--- config.mk ---
export PLATFORM = sky130hd
export DESIGN_NAME = jogador_ctrl
export DESIGN_NICKNAME = d
export VERILOG_FILES = /design/src/rtl/jogador_ctrl.sv
export SDC_FILE = /design/constraint.sdc
export NUM_CORES = 1
export LEC_CHECK = 0
export BUFFER_PORTS_ARGS = -buffer_cell sky130_fd_sc_hd__clkbuf_2
export CAP_MARGIN = 20
export CORE_MARGIN = 5
export CORE_UTILIZATION = 62
export CTS_CLUSTER_DIAMETER = 200
export DETAILED_ROUTE_END_ITERATION = 10
export PLACE_DENSITY = 0.88
export REMOVE_ABC_BUFFERS = 1
export SLEW_MARGIN = 20
export SYNTH_ARGS = -nofsm -noshare
export SYNTH_HDL_FRONTEND = slang
export SYNTH_SLANG_ARGS = --single-unit
--- constraint.sdc ---
create_clock -name VGA_CLK -period 7.2 [get_ports VGA_CLK]
set_clock_uncertainty 0.2 [all_clocks]
set_input_delay 0.36 -clock VGA_CLK [delete_from_list [all_inputs] [get_ports VGA_CLK]]
set_output_delay 0.36 -clock VGA_CLK [all_outputs]
set_load 0.05 [all_outputs]
--- src/rtl/jogador_ctrl.sv ---
// Light-cycle player controller: keeps position/heading, advances one cell
// per movement tick, checks arena bounds and the shared trail RAM, and
// leaves its trail code behind. Drives a pixel-hit flag and sticky game_over.
module jogador_ctrl #(
  parameter int          START_X     = 216,
  parameter int          START_Y     = 240,
  parameter int          START_DIR   = 0,
  parameter int          CELL        = 8,
  parameter int          TICK_PERIOD = 1000000,
  parameter int          X_MIN       = 16,
  parameter int          X_MAX       = 623,
  parameter int          Y_MIN       = 16,
  parameter int          Y_MAX       = 463,
  parameter int          SCREEN_W    = 640,
  parameter int          ADDR_W      = 19,
  parameter logic [7:0]  TRAIL_CODE  = 8'hFF
) (
  input  logic              VGA_CLK,
  input  logic              reset,
  input  logic              reiniciar,
  input  logic              turn_ccw_n,
  input  logic              turn_cw_n,
  input  logic [9:0]        next_x,
  input  logic [9:0]        next_y,
  output logic              pixel_hit,
  output logic [ADDR_W-1:0] ram_addr,
  output logic              ram_wren,
  output logic [7:0]        ram_wdata,
  input  logic [7:0]        ram_rdata,
  output logic              game_over,
  output logic [1:0]        dir,
  output logic [9:0]        pos_x,
  output logic [9:0]        pos_y
);

  localparam int CNT_W = (TICK_PERIOD > 1) ? $clog2(TICK_PERIOD) : 1;
  localparam logic [CNT_W-1:0]  CNT_MAX = CNT_W'(TICK_PERIOD - 1);
  localparam logic signed [10:0] STEP_S = 11'(CELL);
  localparam logic signed [10:0] XMIN_S = 11'(X_MIN);
  localparam logic signed [10:0] XMAX_S = 11'(X_MAX);
  localparam logic signed [10:0] YMIN_S = 11'(Y_MIN);
  localparam logic signed [10:0] YMAX_S = 11'(Y_MAX);
  localparam logic [ADDR_W-1:0]  STRIDE = ADDR_W'(SCREEN_W);

  typedef enum logic [2:0] {S_RUN, S_CHECK, S_RDWAIT, S_DECIDE, S_WRITE, S_DEAD} move_t;
  typedef enum logic {K_IDLE, K_HOLD} key_t;

  move_t             state_q, state_d;
  key_t              key_q, key_d;
  logic              pend_v_q, pend_v_d;
  logic              pend_cw_q, pend_cw_d;
  logic [CNT_W-1:0]  cnt_q, cnt_d;
  logic [1:0]        dir_q, dir_d;
  logic [9:0]        px_q, px_d, py_q, py_d;
  logic              go_q, go_d;
  logic              wren_q, wren_d;
  logic [ADDR_W-1:0] addr_q, addr_d;

  logic signed [10:0] tx, ty;
  logic               oob;
  logic               tick;
  logic [ADDR_W-1:0]  tgt_addr, cur_addr;
  logic [10:0]        nx_u, ny_u, px_u, py_u;

  // Target cell from current position/heading (signed so left/up underflow is negative)
  always_comb begin
    tx = signed'({1'b0, px_q});
    ty = signed'({1'b0, py_q});
    case (dir_q)
      2'd0:    tx = signed'({1'b0, px_q}) + STEP_S;
      2'd1:    ty = signed'({1'b0, py_q}) + STEP_S;
      2'd2:    tx = signed'({1'b0, px_q}) - STEP_S;
      default: ty = signed'({1'b0, py_q}) - STEP_S;
    endcase
    oob = tx[10] || ty[10] || (tx < XMIN_S) || (tx > XMAX_S) ||
          (ty < YMIN_S) || (ty > YMAX_S);
    tgt_addr = ADDR_W'(tx[9:0]) + ADDR_W'(ty[9:0]) * STRIDE;
    cur_addr = ADDR_W'(px_q) + ADDR_W'(py_q) * STRIDE;
  end

  // Move FSM, tick counter and key FSM next-state logic
  always_comb begin
    state_d   = state_q;
    key_d     = key_q;
    pend_v_d  = pend_v_q;
    pend_cw_d = pend_cw_q;
    cnt_d     = cnt_q;
    dir_d     = dir_q;
    px_d      = px_q;
    py_d      = py_q;
    go_d      = go_q;
    wren_d    = 1'b0;
    addr_d    = addr_q;
    tick      = (state_q == S_RUN) && (cnt_q == CNT_MAX);

    case (state_q)
      S_RUN: begin
        cnt_d = tick ? '0 : cnt_q + 1'b1;
        if (tick) begin
          if (pend_v_q) dir_d = pend_cw_q ? dir_q + 2'd1 : dir_q - 2'd1;
          pend_v_d = 1'b0;
          state_d  = S_CHECK;
        end
      end
      S_CHECK: begin
        if (oob) begin
          go_d    = 1'b1;
          state_d = S_DEAD;
        end else begin
          addr_d  = tgt_addr;
          state_d = S_RDWAIT;
        end
      end
      S_RDWAIT: state_d = S_DECIDE;
      S_DECIDE: begin
        if (ram_rdata != 8'h00) begin
          go_d    = 1'b1;
          state_d = S_DEAD;
        end else begin
          wren_d  = 1'b1;
          addr_d  = cur_addr;
          state_d = S_WRITE;
        end
      end
      S_WRITE: begin
        px_d    = tx[9:0];
        py_d    = ty[9:0];
        state_d = S_RUN;
      end
      S_DEAD:  state_d = S_DEAD;
      default: state_d = S_RUN;
    endcase

    // Key latch evaluated after the tick clear so a same-cycle press is kept
    case (key_q)
      K_IDLE: begin
        if (!turn_ccw_n || !turn_cw_n) begin
          key_d = K_HOLD;
          if (turn_ccw_n != turn_cw_n) begin
            pend_v_d  = 1'b1;
            pend_cw_d = !turn_cw_n;
          end
        end
      end
      default: if (turn_ccw_n && turn_cw_n) key_d = K_IDLE;
    endcase
  end

  // State register with synchronous reset / restart
  always_ff @(posedge VGA_CLK) begin
    if (reset || reiniciar) begin
      state_q   <= S_RUN;
      key_q     <= K_IDLE;
      pend_v_q  <= 1'b0;
      pend_cw_q <= 1'b0;
      cnt_q     <= '0;
      dir_q     <= 2'(START_DIR);
      px_q      <= 10'(START_X);
      py_q      <= 10'(START_Y);
      go_q      <= 1'b0;
      wren_q    <= 1'b0;
      addr_q    <= '0;
    end else begin
      state_q   <= state_d;
      key_q     <= key_d;
      pend_v_q  <= pend_v_d;
      pend_cw_q <= pend_cw_d;
      cnt_q     <= cnt_d;
      dir_q     <= dir_d;
      px_q      <= px_d;
      py_q      <= py_d;
      go_q      <= go_d;
      wren_q    <= wren_d;
      addr_q    <= addr_d;
    end
  end

  // Player square hit test for the compositor
  always_comb begin
    nx_u = {1'b0, next_x};
    ny_u = {1'b0, next_y};
    px_u = {1'b0, px_q};
    py_u = {1'b0, py_q};
    pixel_hit = !reset &&
                (nx_u >= px_u) && (nx_u < px_u + 11'(CELL)) &&
                (ny_u >= py_u) && (ny_u < py_u + 11'(CELL));
  end

  assign ram_addr  = addr_q;
  assign ram_wren  = wren_q;
  assign ram_wdata = TRAIL_CODE;
  assign game_over = go_q;
  assign dir       = dir_q;
  assign pos_x     = px_q;
  assign pos_y     = py_q;

endmodule
**Word level (Yosys, flattened, before mapping)**

Cells that the tools add are included.

- Reduce and logical (&&, ||, !) cells: 26
- Eq/ne operators: 14
- Bitwise gates (word level): 2
- $mul: 2
- $add $sub $neg: 11
- Magnitude comparators: 8
- Mux-type cells: 23

Operator list:

| operator | count |
|---|---|
| adder 10 x 4 -> 11 bit, second input constant | 4 |
| one-hot mux 11 bit (2 select lines) | 2 |
| adder 10 x 19 -> 19 bit | 2 |
| 2-to-1 mux 19 bit | 2 |
| one-hot mux 19 bit (2 select lines) | 1 |
| multiplier 10 x 3 -> 12 bit, second input constant | 2 |
| < comparator 10 x 11 -> 1 bit | 2 |
| < comparator 11 x 6 -> 1 bit, second input constant | 2 |
| subtractor 10 x 4 -> 11 bit, second input constant | 2 |
| adder 20 x 1 -> 20 bit, second input constant | 1 |
| equality test 20 bit, second input constant | 1 |
| greater-or-equal comparator 10 bit | 2 |
| 2-to-1 mux 20 bit | 1 |
| one-hot mux 3 bit (5 select lines) | 1 |
| 2-to-1 mux 1 bit | 12 |
| AND reduction 3 bit | 4 |
| greater-than comparator 11 x 10 -> 1 bit, second input constant | 1 |
| greater-than comparator 11 bit, second input constant | 1 |
| != test 2 bit, second input constant | 5 |
| nonzero test 8 bit | 1 |
| logical OR 1 bit | 7 |
| equality test 3 x 2 -> 1 bit, second input constant | 2 |
| equality test 3 bit, second input constant | 2 |
| logical AND 1 bit | 6 |
| 15 further kinds | 20 |

- Output and inout bits: 52
- Bits in registers: 69
- Word-level logic and storage cells: 97

**Logic depth before layout (Yosys ltp)**

- Depth in word-level cells: 10
- Depth in mapped cells: 16
- Depth with buffers taken out: 15

**Worst setup path before layout**

No wires, ideal clock.

- Kind: register to output
- From: reg px_q[3] (netlist: pos_x[3])
- To: out pixel_hit
- Arrival: 4.001 ns
- Required time: 6.640 ns
- Path slack: 2.639 ns
- Stages on the path, launching flop included: 14
- Path through: dfxtp_1 -> clkbuf_1 -> inv_1 -> ha_1 -> inv_1 -> ha_1 -> nor2b_1 -> o21ai_0 -> nand2b_1 -> a21oi_1 -> nor2b_1 -> o21ai_0 -> a21oi_1 -> nor4_1

- Cells in the longest elaborated chain, start to end: 5
- Elaborated cells on any way between the ends: 7
- Classes of those cells: add/sub (1); order compare (2); reduce/logical (4)

RTL lines:

| what | line | source |
|---|---|---|
| start: declaration | 54 | `logic [9:0] px_q, px_d, py_q, py_d;` |
| start signal: assignment | 158 | `px_q <= 10'(START_X);` |
| start signal: assignment | 170 | `px_q <= px_d;` |
| adder 10 x 4 -> 11 bit / greater-or-equal comparator 10 bit (equally long branches) | 185 | `(nx_u >= px_u) && (nx_u < px_u + 11'(CELL)) &&` |
| < comparator 10 x 11 -> 1 bit / logical AND 1 bit (equally long branches) | 185, 184 |  |
| logical AND 1 bit * (2 in series) | 185 |  |
| logical AND 1 bit * | 186 | `(ny_u >= py_u) && (ny_u < py_u + 11'(CELL));` |
| end: declaration | 25 | `output logic pixel_hit,` |

Mark *: on every way between the ends. The rest lies on a longest branch, timed or not.

**Worst setup path in the final report**

- From: reg dir_q[0] (netlist: dir[0])
- To: reg addr_q[10] (netlist: ram_addr[10])

- Cells in the longest elaborated chain, start to end: 10
- Elaborated cells on any way between the ends: 21
- Classes of those cells: add/sub (1); mul (1); order compare (4); eq/ne (3); mux (4); reduce/logical (8)

RTL lines:

| what | line | source |
|---|---|---|
| start: declaration | 53 | `logic [1:0] dir_q, dir_d;` |
| start signal: assignment | 157 | `dir_q <= 2'(START_DIR);` |
| start signal: assignment | 169 | `dir_q <= dir_d;` |
| parallel branches: the longest is 10 deep, another holds adder 10 x 19 -> 19 bit | n/a |  |
| end signal: assignment | 174 | `addr_q <= addr_d;` |
| end: declaration | 57 | `logic [ADDR_W-1:0] addr_q, addr_d;` |

Several ways; the timed one is not identified. The select of a mux whose other input is x is not followed.
A chain may end at the register's enable or synchronous reset.

==> impl_metrics.json <==
{
  "hpwl_microns": 9080,
  "yosys.area.top_type": "dfxtp_1",
  "syn_area_sq_um": 4820,
  "grt_pass1_wl_microns": 20200,
  "synth_cells": 578,
  "crit_path_end_kind": "flop",
  "syn_avg_cell_area_sq_um": 8.35,
  "min_from": "turn_cw_n",
  "dpl_cell_area_sq_um": 5110,
  "drt-total-wl_microns": 12100,
  "critical_path_class": "reg -> reg",
  "cts_max_level": 3,
  "switching_share": 0.285,
  "ys.warnings.count": 0,
  "pwr-share-comb": 0.084,
  "holdPathEnd": "pend_cw_q",
  "holdPathStages": 2,
  "ios": 85,
  "final.period_utilization": 0.592,
  "ys_top_cells_by_area": "dfxtp_1 25%, ha_1 15%, nor2_1 4.4%",
  "p_per_area_nw_per_um2": 126,
  "final_antenna_net_count": 0,
  "synth.most_common_cell": "dfxtp_1",
  "clk_pin_slew_worst_paths_ns": 0.08,
  "r2r_slack_ns": 2.94,
  "core_sq_um": 7650,
  "antenna_found_initial": 0,
  "start_util": 0.631,
  "portBuffers": 67,
  "cts-hold-fix-buffers": 0,
  "die_x_microns": 98.2,
  "drv_cap": 0,
  "cp_slowest_stage_delay_ns": 0.82,
  "synth_common_cells": "60 x dfxtp_1, 59 x ha_1, 56 x nor2_1, 47 x nand2_1, 32 x a21oi_1",
  "p_leak_nw": 2.39,
  "power_uw": 665,
  "post_route_cells_drive_above_1_share": 0.167,
  "synthFlopType": "dfxtp_1",
  "internal_power_uw": 475,
  "cts_made_buffers": 9,
  "ys_ff_latch": 60,
  "outcome": "complete, no violations",
  "syn_to_final_growth_pct": 9.49,
  "cts_setup_buffers": 0,
  "worst_hold_slack_ns": 0.0362,
  "grt-ovfl-total": 0,
  "reg2reg_depth": 9,
  "worst_pin_slew_ns": 0.882,
  "cts_root_buffer": "clkbuf_8",
  "viasPerCell": 6.15,
  "diodes": 0,
  "slew_violations": 0,
  "rsz0062_at_grt": "false",
  "clkPwrFrac": 0.413,
  "gp_congestion": 0.925,
  "layout.nets": 723,
  "cp_top_family": "compound AO/OA/AOI/OAI gates",
  "power_frac_seq": 0.503,
  "cts_resized": 0,
  "drt_iter0_markers": 241,
  "worst_hold_path_type": "in -> reg",
  "power.switching_uw": 190,
  "path_cells": "inv_1 -> ha_1 -> a41o_1 -> a2111oi_0 -> or4_1 -> a22oi_2 -> nor4b_4 -> nor2_4 -> o211a_1",
  "cts_tree": "yes",
  "grt_pass1_vias": 4483,
  "synth-seq-area-share": 0.249,
  "rows": 32,
  "cts_sinks": 60,
  "critPathArrivalTime_ns": 4.30,
  "period_minus_slack_ns": 4.26,
  "cp_slowest_cell": "nor4b_4",
  "track_usage": 0.250,
  "max_freq_mhz": 234,
  "drtPass1Iterations": 6,
  "drc": 0,
  "setup_viol_count_final": 0,
  "die_h_microns": 98.2,
  "clock_latency_ns": 0.35,
  "slew_headroom": 0.409,
  "synth_edf_count": 0,
  "ys_types": 71,
  "grt_max_degree": 28,
  "clock_path_buffers": 2,
  "hold_viol": 0,
  "synth_async_sr_flop_share": 0,
  "rr_endpoint": "ram_addr[10]",
  "vias": 4524,
  "worstPathRequired_ns": 7.23,
  "start_kind": "flop",
  "fin_tns_setup_ns": 0,
  "die-area_sq_um": 9650,
  "vdd_ir_drop_max_v": 0.0000776,
  "wl_per_cell_microns": 16.5,
  "final_cell_area_sq_um": 5280,
  "path_max_fanout": 16,
  "r2r_start": "dir[0]",
  "yosys.area.top_type_share": 0.249,
  "cp.buffers_inverters": 1
}
## worst register-to-register path, stage by stage (launching register included)
cell,delay (ns)
dfxtp_1,0.57
inv_1,0.21
ha_1,0.43
a41o_1,0.30
a2111oi_0,0.75
or4_1,0.25
a22oi_2,0.09
nor4b_4,0.82
nor2_4,0.24
o211a_1,0.30
## per-layer routing
layer / up-vias / share of wire / GRT usage
li1: 2151 / - / -
met1: 2134 / 0.41 / 0.299
met2: 197 / 0.49 / 0.429
met3: 42 / 0.070 / 0.0550
met4: 0 / 0.029 / 0.107
met5: - / 0 / 0
## sequential cells by signal, indices dropped and copies added, names as in the netlist
signal     flops
cnt_q         20
ram_addr      16
pos_y          7
state_q        3
pend_cw_q      1
pend_v_q       1
ram_wren       1
key_q          1
game_over      1
dir            2
pos_x          7
## final cells by class
class / instances / area [sq um]
Multi-Input combinational cell: 464 / 3340
Fill cell: 632 / 2360
Sequential cell: 60 / 1200
Timing Repair Buffer: 68 / 343
Tap cell: 102 / 128
Clock buffer: 9 / 124
Inverter: 26 / 97.6
Clock inverter: 7 / 52.6
## through the flow
| stage | cells | util | worst slack [ns] |
|---|---|---|---|
| 2_1_floorplan | 550 | - | 2.70 |
| 3_3_place_gp | 720 | 0.668 | 3.29 |
| 3_5_place_dp | 720 | 0.668 | 3.06 |
| 4_1_cts | 736 | 0.691 | 3.02 |
| 5_1_grt | 736 | 0.691 | 2.54 |
| 6_report | 736 | 0.691 | 2.94 |
## cells in the final DEF, fill, tap and decap left out, types with 11 or more instances in the layout
| cell type | instances |
|---|---|
| clkbuf_2 | 67 |
| o211ai_1 | 13 |
| inv_1 | 26 |
| o21ai_0 | 16 |
| xnor2_1 | 23 |
| nand4_1 | 11 |
| ha_1 | 59 |
| xor2_1 | 17 |
| nand2_1 | 47 |
| nor2_1 | 56 |
| mux2i_1 | 11 |
| dfxtp_1 | 60 |
| nand3_1 | 17 |
| conb_1 | 17 |
| a21oi_1 | 32 |
## worst max-delay path by stage
stage | start | endpoint | slack, ns | depth (start not counted)
after floorplan | pos_x[3] | pixel_hit | 2.70 | 12
after global routing | dir[0] | ram_addr[10] | 2.54 | 9
final | dir[0] | ram_addr[10] | 2.94 | 9
after detailed placement | dir[0] | ram_addr[10] | 3.06 | 9
after CTS | dir[0] | ram_addr[9] | 3.02 | 9
after global placement | dir[0] | ram_addr[9] | 3.29 | 9
## power by group through the flow
| stage | Sequential (mW) | Combinational, mW | Clock, mW |
|---|---|---|---|
| floorplan | 0.341 | 0.0383 | 0 |
| global placement | 0.342 | 0.0534 | 0 |
| detailed placement | 0.342 | 0.0554 | 0 |
| CTS | 0.334 | 0.0560 | 0.276 |
| global route | 0.334 | 0.0611 | 0.295 |
| finish | 0.334 | 0.0561 | 0.275 |
## kinds of logic (layout without fill, tap and decap cells)
logic type	Yosys count	in the layout	share of synthesized area
mux	12	12	0.0252
fa+ha+maj	61	61	0.161
compound gates	115	115	0.171
buf+inv	69	110	0.0711
simple gates	219	219	0.248
other cells	2	17	0.00156
flops	60	60	0.249
xor+xnor	40	40	0.0726
Power figures use the tool's default switching activity.
